==> config.mk <==
export PLATFORM = sky130hd
export DESIGN_NAME = conv_offset_sequencer
export DESIGN_NICKNAME = d
export VERILOG_FILES = /design/src/rtl/conv_offset_pkg.sv /design/src/rtl/conv_offset_sequencer_wrap_counter.sv /design/src/rtl/conv_offset_sequencer.sv
export SDC_FILE = /design/constraint.sdc
export NUM_CORES = 1
export LEC_CHECK = 0
export CAP_MARGIN = 20
export CORE_MARGIN = 8
export CORE_UTILIZATION = 53
export CTS_BUF_LIST = sky130_fd_sc_hd__clkbuf_8
export CTS_CLUSTER_SIZE = 16
export DETAILED_ROUTE_END_ITERATION = 8
export GPL_TIMING_DRIVEN = 0
export PLACE_DENSITY_LB_ADDON = 0.08
export SETUP_SLACK_MARGIN = 0.15
export SLEW_MARGIN = 10
export SYNTH_ARGS = -nofsm -noshare
export SYNTH_HDL_FRONTEND = slang
export SYNTH_SLANG_ARGS = --single-unit
==> constraint.sdc <==
create_clock -name clk -period 2.3 [get_ports clk]
set_input_delay 0.46 -clock clk [delete_from_list [all_inputs] [get_ports clk]]
set_output_delay 0.46 -clock clk [all_outputs]
set_load 0.01 [all_outputs]
==> src/rtl/conv_offset_pkg.sv <==
// ---------------------------------------------------------------------------
// conv_offset_pkg
// Shared definitions for the convolution offset sequencer:
//   - mode_t and the four burst modes decoded from the controller's mode input
//   - state_t, the three-state burst FSM encoding
//   - idx_width(), width of an index able to count 0..n-1 (never below 1 bit)
// ---------------------------------------------------------------------------
package conv_offset_pkg;

    typedef logic [1:0] mode_t;

    localparam mode_t MODE_FILTER = 2'b00;
    localparam mode_t MODE_STORE  = 2'b01;
    localparam mode_t MODE_LINE   = 2'b10;
    localparam mode_t MODE_NOP    = 2'b11;

    typedef enum logic [1:0] {
        ST_IDLE = 2'b00,
        ST_RUN  = 2'b01,
        ST_DONE = 2'b10
    } state_t;

    // $clog2(1) is 0; a zero-width index is not legal, so clamp to 1 bit.
    function automatic int idx_width(input int n);
        return (n > 1) ? $clog2(n) : 1;
    endfunction

endpackage

==> src/rtl/conv_offset_sequencer_wrap_counter.sv <==
// ---------------------------------------------------------------------------
// wrap_counter
// W-bit counter with natural modulo-2^W wrap. Used for the line-buffer write
// pointer, the line-buffer read base and the burst beat index.
// Priority: rst / clear > load > increment.
// Ports:
//   clk       in  1  rising-edge clock
//   rst       in  1  synchronous active-high reset (count -> 0)
//   clear     in  1  synchronous clear (count -> 0)
//   load      in  1  load load_val
//   load_val  in  W  value to load
//   inc       in  1  add amount
//   amount    in  W  increment step
//   count     out W  current value
// ---------------------------------------------------------------------------
module wrap_counter #(
    parameter int W = 4
) (
    input  logic         clk,
    input  logic         rst,
    input  logic         clear,
    input  logic         load,
    input  logic [W-1:0] load_val,
    input  logic         inc,
    input  logic [W-1:0] amount,
    output logic [W-1:0] count
);

    // NOTE: sequential state is written with <= so every register samples the
    // pre-edge values; blocking = here would create order-dependent races.
    always_ff @(posedge clk) begin
        if (rst || clear) begin
            count <= '0;
        end else if (load) begin
            count <= load_val;
        end else if (inc) begin
            // W-bit sum drops the carry: wrap is modulo 2^W by construction.
            count <= count + amount;
        end
    end

endmodule

==> src/rtl/conv_offset_sequencer.sv <==
// ---------------------------------------------------------------------------
// conv_offset_sequencer
// Issues offset bursts for the convolution datapath: filter-memory reads,
// single-beat stores into a circular line buffer, and line-buffer window reads
// that advance by a runtime stride. Beats use a valid/ready handshake.
// Ports:
//   clk        in  1          rising-edge clock
//   rst        in  1          synchronous active-high reset
//   start      in  1          burst request, sampled only in IDLE
//   mode       in  2          00 filter, 01 store, 10 line, 11 nop
//   stride     in  STRIDE_W   window advance for line reads
//   off_valid  out 1          off_val / off_last valid
//   off_ready  in  1          consumer accepts the current beat
//   off_val    out ADDR_W     current offset (0 when not valid)
//   off_last   out 1          final beat of the burst
//   busy       out 1          high in RUN and DONE
//   done       out 1          one-cycle pulse after the last handshake
//   err        out 1          one-cycle pulse when a start is rejected
//   occupancy  out PTR_W+1    valid line-buffer entries
// ---------------------------------------------------------------------------
module conv_offset_sequencer
    import conv_offset_pkg::*;
#(
    parameter int ADDR_W      = 16,
    parameter int FILTER_LEN  = 4,
    parameter int LINE_LEN    = 4,
    parameter int STORE_DEPTH = 16,
    parameter int STRIDE_W    = 4
) (
    input  logic                         clk,
    input  logic                         rst,
    input  logic                         start,
    input  logic [1:0]                   mode,
    input  logic [STRIDE_W-1:0]          stride,
    output logic                         off_valid,
    input  logic                         off_ready,
    output logic [ADDR_W-1:0]            off_val,
    output logic                         off_last,
    output logic                         busy,
    output logic                         done,
    output logic                         err,
    output logic [$clog2(STORE_DEPTH):0] occupancy
);

    localparam int PTR_W    = $clog2(STORE_DEPTH);
    localparam int OCC_W    = PTR_W + 1;
    localparam int BEAT_MAX = (FILTER_LEN > LINE_LEN) ? FILTER_LEN : LINE_LEN;
    localparam int BEAT_W   = idx_width(BEAT_MAX);

    state_t              state;
    mode_t               mode_q;
    logic [STRIDE_W-1:0] stride_q;

    logic [BEAT_W-1:0] beat;
    logic [BEAT_W-1:0] last_idx;
    logic [PTR_W-1:0]  wr_ptr;
    logic [PTR_W-1:0]  rd_base;
    logic [PTR_W-1:0]  line_addr;

    logic start_ok;
    logic start_bad;
    logic hs;
    logic beat_last;
    logic hs_last;

    // ------------------------------------------------------------------
    // Start qualification (only meaningful in IDLE)
    // ------------------------------------------------------------------
    // NOTE: every signal driven in always_comb gets a default first, so no
    // path leaves it unassigned and no latch is inferred.
    always_comb begin
        start_ok  = 1'b0;
        start_bad = 1'b0;
        if (state == ST_IDLE && start) begin
            case (mode)
                MODE_FILTER: start_ok = 1'b1;
                MODE_STORE: begin
                    if (occupancy == OCC_W'(STORE_DEPTH)) start_bad = 1'b1;
                    else                                  start_ok  = 1'b1;
                end
                MODE_LINE: begin
                    // A window needs LINE_LEN entries present, and the stride
                    // must retire at least one and at most the entries read.
                    if (occupancy < OCC_W'(LINE_LEN) || stride == '0 ||
                        32'(stride) > LINE_LEN)
                        start_bad = 1'b1;
                    else
                        start_ok  = 1'b1;
                end
                default: ; // NOP: silently ignored
            endcase
        end
    end

    // ------------------------------------------------------------------
    // Beat bookkeeping
    // ------------------------------------------------------------------
    always_comb begin
        last_idx = '0;
        case (mode_q)
            MODE_FILTER: last_idx = BEAT_W'(FILTER_LEN - 1);
            MODE_LINE:   last_idx = BEAT_W'(LINE_LEN - 1);
            default:     last_idx = '0; // store is a single beat
        endcase
    end

    assign hs        = off_valid & off_ready;
    assign beat_last = (beat == last_idx);
    assign hs_last   = hs & beat_last;
    assign off_last  = off_valid & beat_last;

    // Beat index restarts on every accepted start; it only moves on a
    // handshake, so off_val/off_last hold while the consumer stalls.
    wrap_counter #(.W(BEAT_W)) u_beat (
        .clk      (clk),
        .rst      (rst),
        .clear    (start_ok),
        .load     (1'b0),
        .load_val ('0),
        .inc      (hs & ~beat_last),
        .amount   (BEAT_W'(1)),
        .count    (beat)
    );

    wrap_counter #(.W(PTR_W)) u_wr_ptr (
        .clk      (clk),
        .rst      (rst),
        .clear    (1'b0),
        .load     (1'b0),
        .load_val ('0),
        .inc      (hs && mode_q == MODE_STORE),
        .amount   (PTR_W'(1)),
        .count    (wr_ptr)
    );

    // Stride never exceeds LINE_LEN <= STORE_DEPTH, so truncating it to
    // PTR_W bits gives the correct modulo advance (STORE_DEPTH -> 0).
    wrap_counter #(.W(PTR_W)) u_rd_base (
        .clk      (clk),
        .rst      (rst),
        .clear    (1'b0),
        .load     (1'b0),
        .load_val ('0),
        .inc      (hs_last && mode_q == MODE_LINE),
        .amount   (PTR_W'(stride_q)),
        .count    (rd_base)
    );

    assign line_addr = rd_base + PTR_W'(beat);

    // ------------------------------------------------------------------
    // Offset mux: zero unless a beat is being presented
    // ------------------------------------------------------------------
    always_comb begin
        off_val = '0;
        if (off_valid) begin
            case (mode_q)
                MODE_FILTER: off_val = ADDR_W'(beat);
                MODE_STORE:  off_val = ADDR_W'(wr_ptr);
                MODE_LINE:   off_val = ADDR_W'(line_addr);
                default:     off_val = '0;
            endcase
        end
    end

    // ------------------------------------------------------------------
    // Burst FSM, latched request and occupancy
    // ------------------------------------------------------------------
    always_ff @(posedge clk) begin
        if (rst) begin
            state     <= ST_IDLE;
            mode_q    <= MODE_FILTER;
            stride_q  <= '0;
            off_valid <= 1'b0;
            busy      <= 1'b0;
            done      <= 1'b0;
            err       <= 1'b0;
            occupancy <= '0;
        end else begin
            done <= 1'b0;
            err  <= 1'b0;
            case (state)
                ST_IDLE: begin
                    if (start_ok) begin
                        state     <= ST_RUN;
                        mode_q    <= mode;
                        stride_q  <= stride;
                        off_valid <= 1'b1;
                        busy      <= 1'b1;
                    end else if (start_bad) begin
                        err <= 1'b1;
                    end
                end
                ST_RUN: begin
                    if (hs) begin
                        if (mode_q == MODE_STORE)
                            occupancy <= occupancy + OCC_W'(1);
                        if (beat_last) begin
                            if (mode_q == MODE_LINE)
                                occupancy <= occupancy - OCC_W'(stride_q);
                            off_valid <= 1'b0;
                            done      <= 1'b1;
                            state     <= ST_DONE;
                        end
                    end
                end
                ST_DONE: begin
                    busy  <= 1'b0;
                    state <= ST_IDLE;
                end
                default: state <= ST_IDLE;
            endcase
        end
    end

endmodule

# Yosys cells after proc, flatten, opt, wreduce, memory -nomap -nowiden
# Index checks and enable logic that the tools add are counted.
[word_totals]
input_bits = 10
output_inout_bits = 26
ramBits = 0
latch_bits = 0
memories = 0
rom_bits = 0
register_bits = 27
[classes]
magnitude_cmp = 2
shift = 0
div = 0
bitwise = 8
n_mux = 25
reduce_logical = 20
n_eq_ne = 11
multipliers = 0
addsub = 6
[op_table]
columns = ["cell", "n"]
rows = [
  ["two-way mux 5 bit", 3],
  ["case mux 4 bit (3 select lines)", 1],
  ["two-way mux 1 bit", 11],
  ["two-way mux 2 bit", 4],
  ["== test 2 x 1 -> 1 bit (second input constant)", 3],
  ["== test 2 bit (second input constant)", 3],
  ["zero test 2 bit", 3],
  ["case mux 1 bit (2 select lines)", 3],
  ["AND reduction 2 bit", 3],
  ["OR reduction 3 bit", 2],
  ["adder 5 x 1 -> 5 bit (second input constant)", 1],
  ["== test 5 bit (second input constant)", 1],
  ["less-than comparator 5 x 3 -> 1 bit (second input constant)", 1],
  ["subtractor 5 x 4 -> 5 bit", 1],
  ["adder 4 x 1 -> 4 bit (second input constant)", 1],
  ["adder 4 x 2 -> 4 bit", 1],
  ["adder 4 bit", 1],
  ["bitwise AND 1 bit", 4],
  ["greater-than comparator 4 x 3 -> 1 bit (second input constant)", 1],
  ["zero test 4 bit", 1],
  ["two-way mux 4 bit", 1],
  ["inequality test 2 bit (second input constant)", 2],
  ["inverter 1 bit", 4],
  ["case mux 2 bit (2 select lines)", 1],
  ["10 further kinds", 15],
]

# Longest topological paths before layout
# Gate-level depths: netlist of run 1.
[depth]
depth_word = 8
mapped_depth = 8
depth_no_buf = 8

# Hierarchy
# Synthesis of run 1 repeated with hierarchy kept, for this count alone.
[unflattened]
cells_unflattened = 244
hier_area_um2 = 2087.0
[by_module_without_submodules]
columns = ["module", "n_inst", "cells_per_inst", "seq_area_each_um2", "area_each_um2"]
rows = [
  ["conv_offset_sequencer", 1, 163, 340.3, 1322.5],
  ["wrap_counter (u_rd_base ...)", 2, 34, 80.1, 320.3],
  ["wrap_counter (u_beat)", 1, 13, 40.0, 123.9],
]

# Worst setup path after synthesis of run 1
# Ideal clock, no wire load.
[synth_timing]
path_kind = "reg2reg"
startpoint = "register occupancy[0]"
endpoint = "register occupancy[4]"
t_arrival_ns = 1.687
n_path_buf = 0
period_less_slack_ns = 1.808
slack_ns = 0.492
setup_time_ns = 0.121
stages_incl_launch_ff = 9
cell_sequence = "dfxtp_1 -> inv_1 -> ha_1 -> fa_1 -> nor2b_1 -> o21ai_0 -> nand3b_1 -> a21oi_1 -> mux2_2"
[synth_via]
elab_chain_len = 4
[synth_lines]
columns = ["item", "line_no", "text"]
rows = [
  ["start: declaration", "conv_offset_sequencer.sv:42", "output logic [$clog2(STORE_DEPTH):0] occupancy"],
  ["start signal: assignment", "conv_offset_sequencer.sv:197", "occupancy <= occupancy + OCC_W'(1);"],
  ["start signal: assignment", "conv_offset_sequencer.sv:200", "occupancy <= occupancy - OCC_W'(stride_q);"],
  ["adder 5 x 1 -> 5 bit", "conv_offset_sequencer.sv:197", ""],
  ["two-way mux 5 bit", "conv_offset_sequencer.sv:196", "if (mode_q == MODE_STORE)"],
  ["two-way mux 5 bit", "conv_offset_sequencer.sv:199", "if (mode_q == MODE_LINE)"],
  ["two-way mux 5 bit (*)", "conv_offset_sequencer.sv:198", "if (beat_last) begin"],
]
# Mark *: on every way between the ends. The rest lies on a longest branch, timed or not.
# A chain may end at the register's enable or synchronous reset.

# Final worst setup path of run 1
[layout_timing]
startpoint = "register u_beat.count[0]"
endpoint = "output off_val[1]"
[layout_via]
elab_chain_len = 3
[layout_lines]
columns = ["item", "line_no", "text"]
rows = [
  ["start: declaration", "conv_offset_sequencer_wrap_counter.sv:26", "output logic [W-1:0] count"],
  ["start signal: assignment", "conv_offset_sequencer_wrap_counter.sv:35", "count <= load_val;"],
  ["start signal: assignment", "conv_offset_sequencer_wrap_counter.sv:38", "count <= count + amount;"],
  ["adder 4 x 2 -> 4 bit", "conv_offset_sequencer.sv:149", "assign line_addr = rd_base + PTR_W'(beat);"],
  ["case mux 4 bit (3 select lines)", "conv_offset_sequencer.sv:157", "case (mode_q)"],
  ["two-way mux 4 bit", "conv_offset_sequencer.sv:156", "if (off_valid) begin"],
  ["end: declaration", "conv_offset_sequencer.sv:37", "output logic [ADDR_W-1:0] off_val,"],
]
# Every way passes these cells.

==> results.json, run 1 <==
{
  "outcome": "finished, final reports clean",
  "htree_num_levels": 1,
  "grt_setup_unrepaired": "yes",
  "ios": 36,
  "yosysSeqAreaShare_pct": 30.2,
  "power_switching_uw": 237,
  "die_h_um": 74.1,
  "sw_frac_of_total_pct": 26.1,
  "final_util_pct": 68.0,
  "startpoint_type": "flop",
  "grt_max_degree": 15,
  "finalHoldViolCount": 0,
  "drt-pass1-iter-count": 4,
  "cellLeakagePower_nw": 0.894,
  "synthDominantCellAreaShare_pct": 30.2,
  "num_vias": 1565,
  "synth-async-reset-ratio_pct": 0,
  "ys.flop_type": "dfxtp_1",
  "clk_latency_ps": 270,
  "wl_per_cell_um": 13.7,
  "grt_pass1_wl_um": 6980,
  "yosysMostFrequentCell": "dfxtp_1",
  "seq_power_share_pct": 53.7,
  "design.core.area_um2": 3280,
  "crit_family": "adder cells",
  "crit_required_ps": 1840,
  "numClockSinks": 27,
  "gr-total-overflow": 0,
  "end_kind": "primary output",
  "comb_power_share_pct": 16.7,
  "initial_core_util_pct": 54.5,
  "cap_violations": 0,
  "yosysWarnings": 0,
  "synth_top_cell_by_area": "dfxtp_1",
  "synth_area_leaders": "dfxtp_1 30%, ha_1 11%, a21oi_1 5.6%",
  "ys_types": 39,
  "worstPathArrival_ps": 1670,
  "n_antenna_cell": 0,
  "power_uw": 908,
  "cts-root-buf": "clkbuf_8",
  "drive_above_1_share_pct": 16.0,
  "finalMaxSlewViolations": 0,
  "worstHoldStart": "busy$_SDFFE_PP0P_",
  "critical_path_buf_inv_count": 1,
  "cpMaxStageDelayCell": "fa_2",
  "dpl.hpwl_um": 3160,
  "syn-cell-area_um2": 1790,
  "tightest_slew_ps": 548,
  "routed_wl_um": 4130,
  "crit_chain": "ha_4 -> fa_2 -> nand2_2 -> o21ai_1 -> and2_1 -> buf_2",
  "period_minus_slack_ps": 2130,
  "antenna_found_initial": 0,
  "finClkSkew_ps": 4.67,
  "setup_viol": 0,
  "hp-class": "flop to flop",
  "powerDensity_nw_per_um2": 406,
  "syn_inst": 216,
  "drt-initial-drc-count": 67,
  "synth_commonest_cells": "27 x dfxtp_1, 21 x nor2_1, 20 x a21oi_1",
  "syn_to_final_growth_pct": 24.9,
  "cts_tree": "built",
  "critPathKind": "flop to primary output",
  "cp_slowest_stage_delay_ps": 540,
  "cts_buffers": 3,
  "final_nets": 286,
  "grt_pass1_vias": 1521,
  "cts_hold_buf": 0,
  "dieArea_um2": 5490,
  "p_int_uw": 671,
  "routabilityCongestion": 0.852,
  "max_freq_mhz": 470,
  "numPortBuffers": 23,
  "clockBufferDepth": 2,
  "r2r_start": "occupancy[0]$_SDFFE_PP0P_",
  "holdPathEnd": "busy$_SDFFE_PP0P_",
  "post-route-period-util_pct": 92.5,
  "ir_worst_vdd_uv": 301,
  "drc": 0,
  "std_cell_rows": 21,
  "r2r_end": "occupancy[4]$_SDFFE_PP0P_",
  "die_w_um": 74.1,
  "slew-limit-headroom_pct": 63.5,
  "synth.avg_cell_area_um2": 8.28,
  "drtAntennaViolNets": 0,
  "path_clk_slew_ps": 90,
  "ys_ff_latch": 27,
  "synth_edf_count": 0,
  "rrSetupSlack_ps": 390,
  "pwr-share-clk_pct": 29.5,
  "hold_depth": 2,
  "crit_fanout": 2,
  "gr-usage-all-layers_pct": 15.9,
  "rr_worst_depth": 8,
  "vias_per_cell": 5.18
}
[worst min-delay path, delay by kind of cell, from the launching register on]
| family | cells | cell delay, ps |
|---|---|---|
| AO/OA/AOI/OAI | 2 | 120 |
| flip-flops | 1 | 320 |
[layout by cell type (no fill, tap or decap), types with 3 or more instances in the layout]
| cell | synthesis | final |
|---|---|---|
| buf_4 | 12 | 14 |
| xor2_1 | 4 | 4 |
| conb_1 | 1 | 12 |
| nor3_1 | 7 | 7 |
| buf_2 | 2 | 3 |
| clkdlybuf4s50_1 | 0 | 18 |
| nand2_1 | 12 | 11 |
| clkbuf_1 | 6 | 4 |
| o21ai_0 | 13 | 12 |
| dfxtp_1 | 27 | 22 |
| dfxtp_2 | 0 | 5 |
| a22oi_1 | 4 | 4 |
| a21o_1 | 3 | 3 |
| ha_1 | 16 | 15 |
| nand3_1 | 6 | 6 |
| nor2_1 | 21 | 21 |
| clkbuf_8 | 0 | 3 |
| a21oi_1 | 20 | 19 |
| inv_1 | 14 | 15 |
| and2_1 | 3 | 3 |
| nor4_1 | 3 | 3 |
| nor2b_1 | 10 | 7 |
| mux2i_1 | 7 | 7 |
| xnor2_1 | 3 | 3 |
[cell type report]
type,instances,area (um^2)
plain buffers,20,133
clock buffers,3,41.3
clock inverters,1,3.75
fillers,291,1050
inverters,14,52.6
multi-input cells,166,1160
flip-flops and latches,27,547
well taps,46,57.6
repair buffers,25,240
[cell families (layout without fill, tap and decap cells)]
group / count (synthesis) / in the layout / synth area share [%]
other cells: 1 / 12 / 0.210
buf+inv: 34 / 63 / 9.79
mux: 8 / 8 / 4.55
compound gates: 46 / 46 / 15.5
xor+xnor: 7 / 7 / 3.43
flops: 27 / 27 / 30.2
fa+ha+maj: 19 / 19 / 14.5
simple gates: 74 / 74 / 21.8
[what timing repair did]
item | in CTS | in global routing
gates resized for setup | 29 | 6
pin swaps | 1 | 1
setup buffers | 2 | 0
gates cloned | 0 | 0
setup endpoints to repair | 14 | 11
[flip-flops by register name, summed over array words and instances (netlist names)]
| signal | count |
|---|---|
| mode_q | 2 |
| stride_q | 4 |
| err | 1 |
| u_beat.count | 2 |
| u_wr_ptr.count | 4 |
| done | 1 |
| occupancy | 5 |
| state | 2 |
| busy | 1 |
| off_valid | 1 |
| u_rd_base.count | 4 |
[metal layers]
metal	part of all wire (%)	global-route usage (%)	wire length, um
met1	47	20.1	1940
met2	46	26.2	1900
met3	6.3	3.50	259
met4	0.53	4.21	22
met5	0	0	0
[per-stage QoR]
step / setup TNS, ps / std cells / area, um^2 / setup WS [ps] / hold WS, ps
after floorplan: 0 / 227 / 1830 / 492 / 459
after global placement: -1550 / 296 / 2120 / -185 / 469
after detailed placement: -1980 / 296 / 2120 / -219 / 479
after CTS: 0 / 302 / 2220 / 97.2 / 492
after global routing: 0 / 302 / 2230 / 75.3 / 512
final: 0 / 302 / 2230 / 173 / 489
[power groups by stage]
stage                     clock network, mW  logic (mW)  registers (mW)
after floorplan                           0      0.0942           0.496
after global placement                    0       0.137           0.498
after detailed placement                  0       0.139           0.498
after CTS                             0.274       0.148           0.487
after global routing                  0.295       0.169           0.490
final                                 0.268       0.152           0.488
[how the worst max path moves through the flow]
stage | startpoint | to | cells past startpoint
floorplan | occupancy[0]$_SDFFE_PP0P_ | occupancy[4]$_SDFFE_PP0P_ | 8
global placement | mode[0] | stride_q[3]$_SDFFE_PP0P_ | 7
detailed placement | mode[0] | stride_q[3]$_SDFFE_PP0P_ | 7
CTS | u_beat.count[1]$_SDFFE_PP0P_ | off_val[3] | 7
global route | u_beat.count[0]$_SDFFE_PP0P_ | off_val[1] | 6
finish | u_beat.count[0]$_SDFFE_PP0P_ | off_val[1] | 6
Note: power is estimated with default switching activity, not from simulation.
==> inputs of run 2 (changes only) <==
--- a/config.mk
+++ b/config.mk
@@ -14,7 +14,6 @@
 export GPL_TIMING_DRIVEN = 0
 export PLACE_DENSITY_LB_ADDON = 0.08
 export SETUP_SLACK_MARGIN = 0.15
-export SLEW_MARGIN = 10
 export SYNTH_ARGS = -nofsm -noshare
 export SYNTH_HDL_FRONTEND = slang
 export SYNTH_SLANG_ARGS = --single-unit
==> results of run 2 <==
The final DEF is identical to that of run 1; final timing and power are the same.
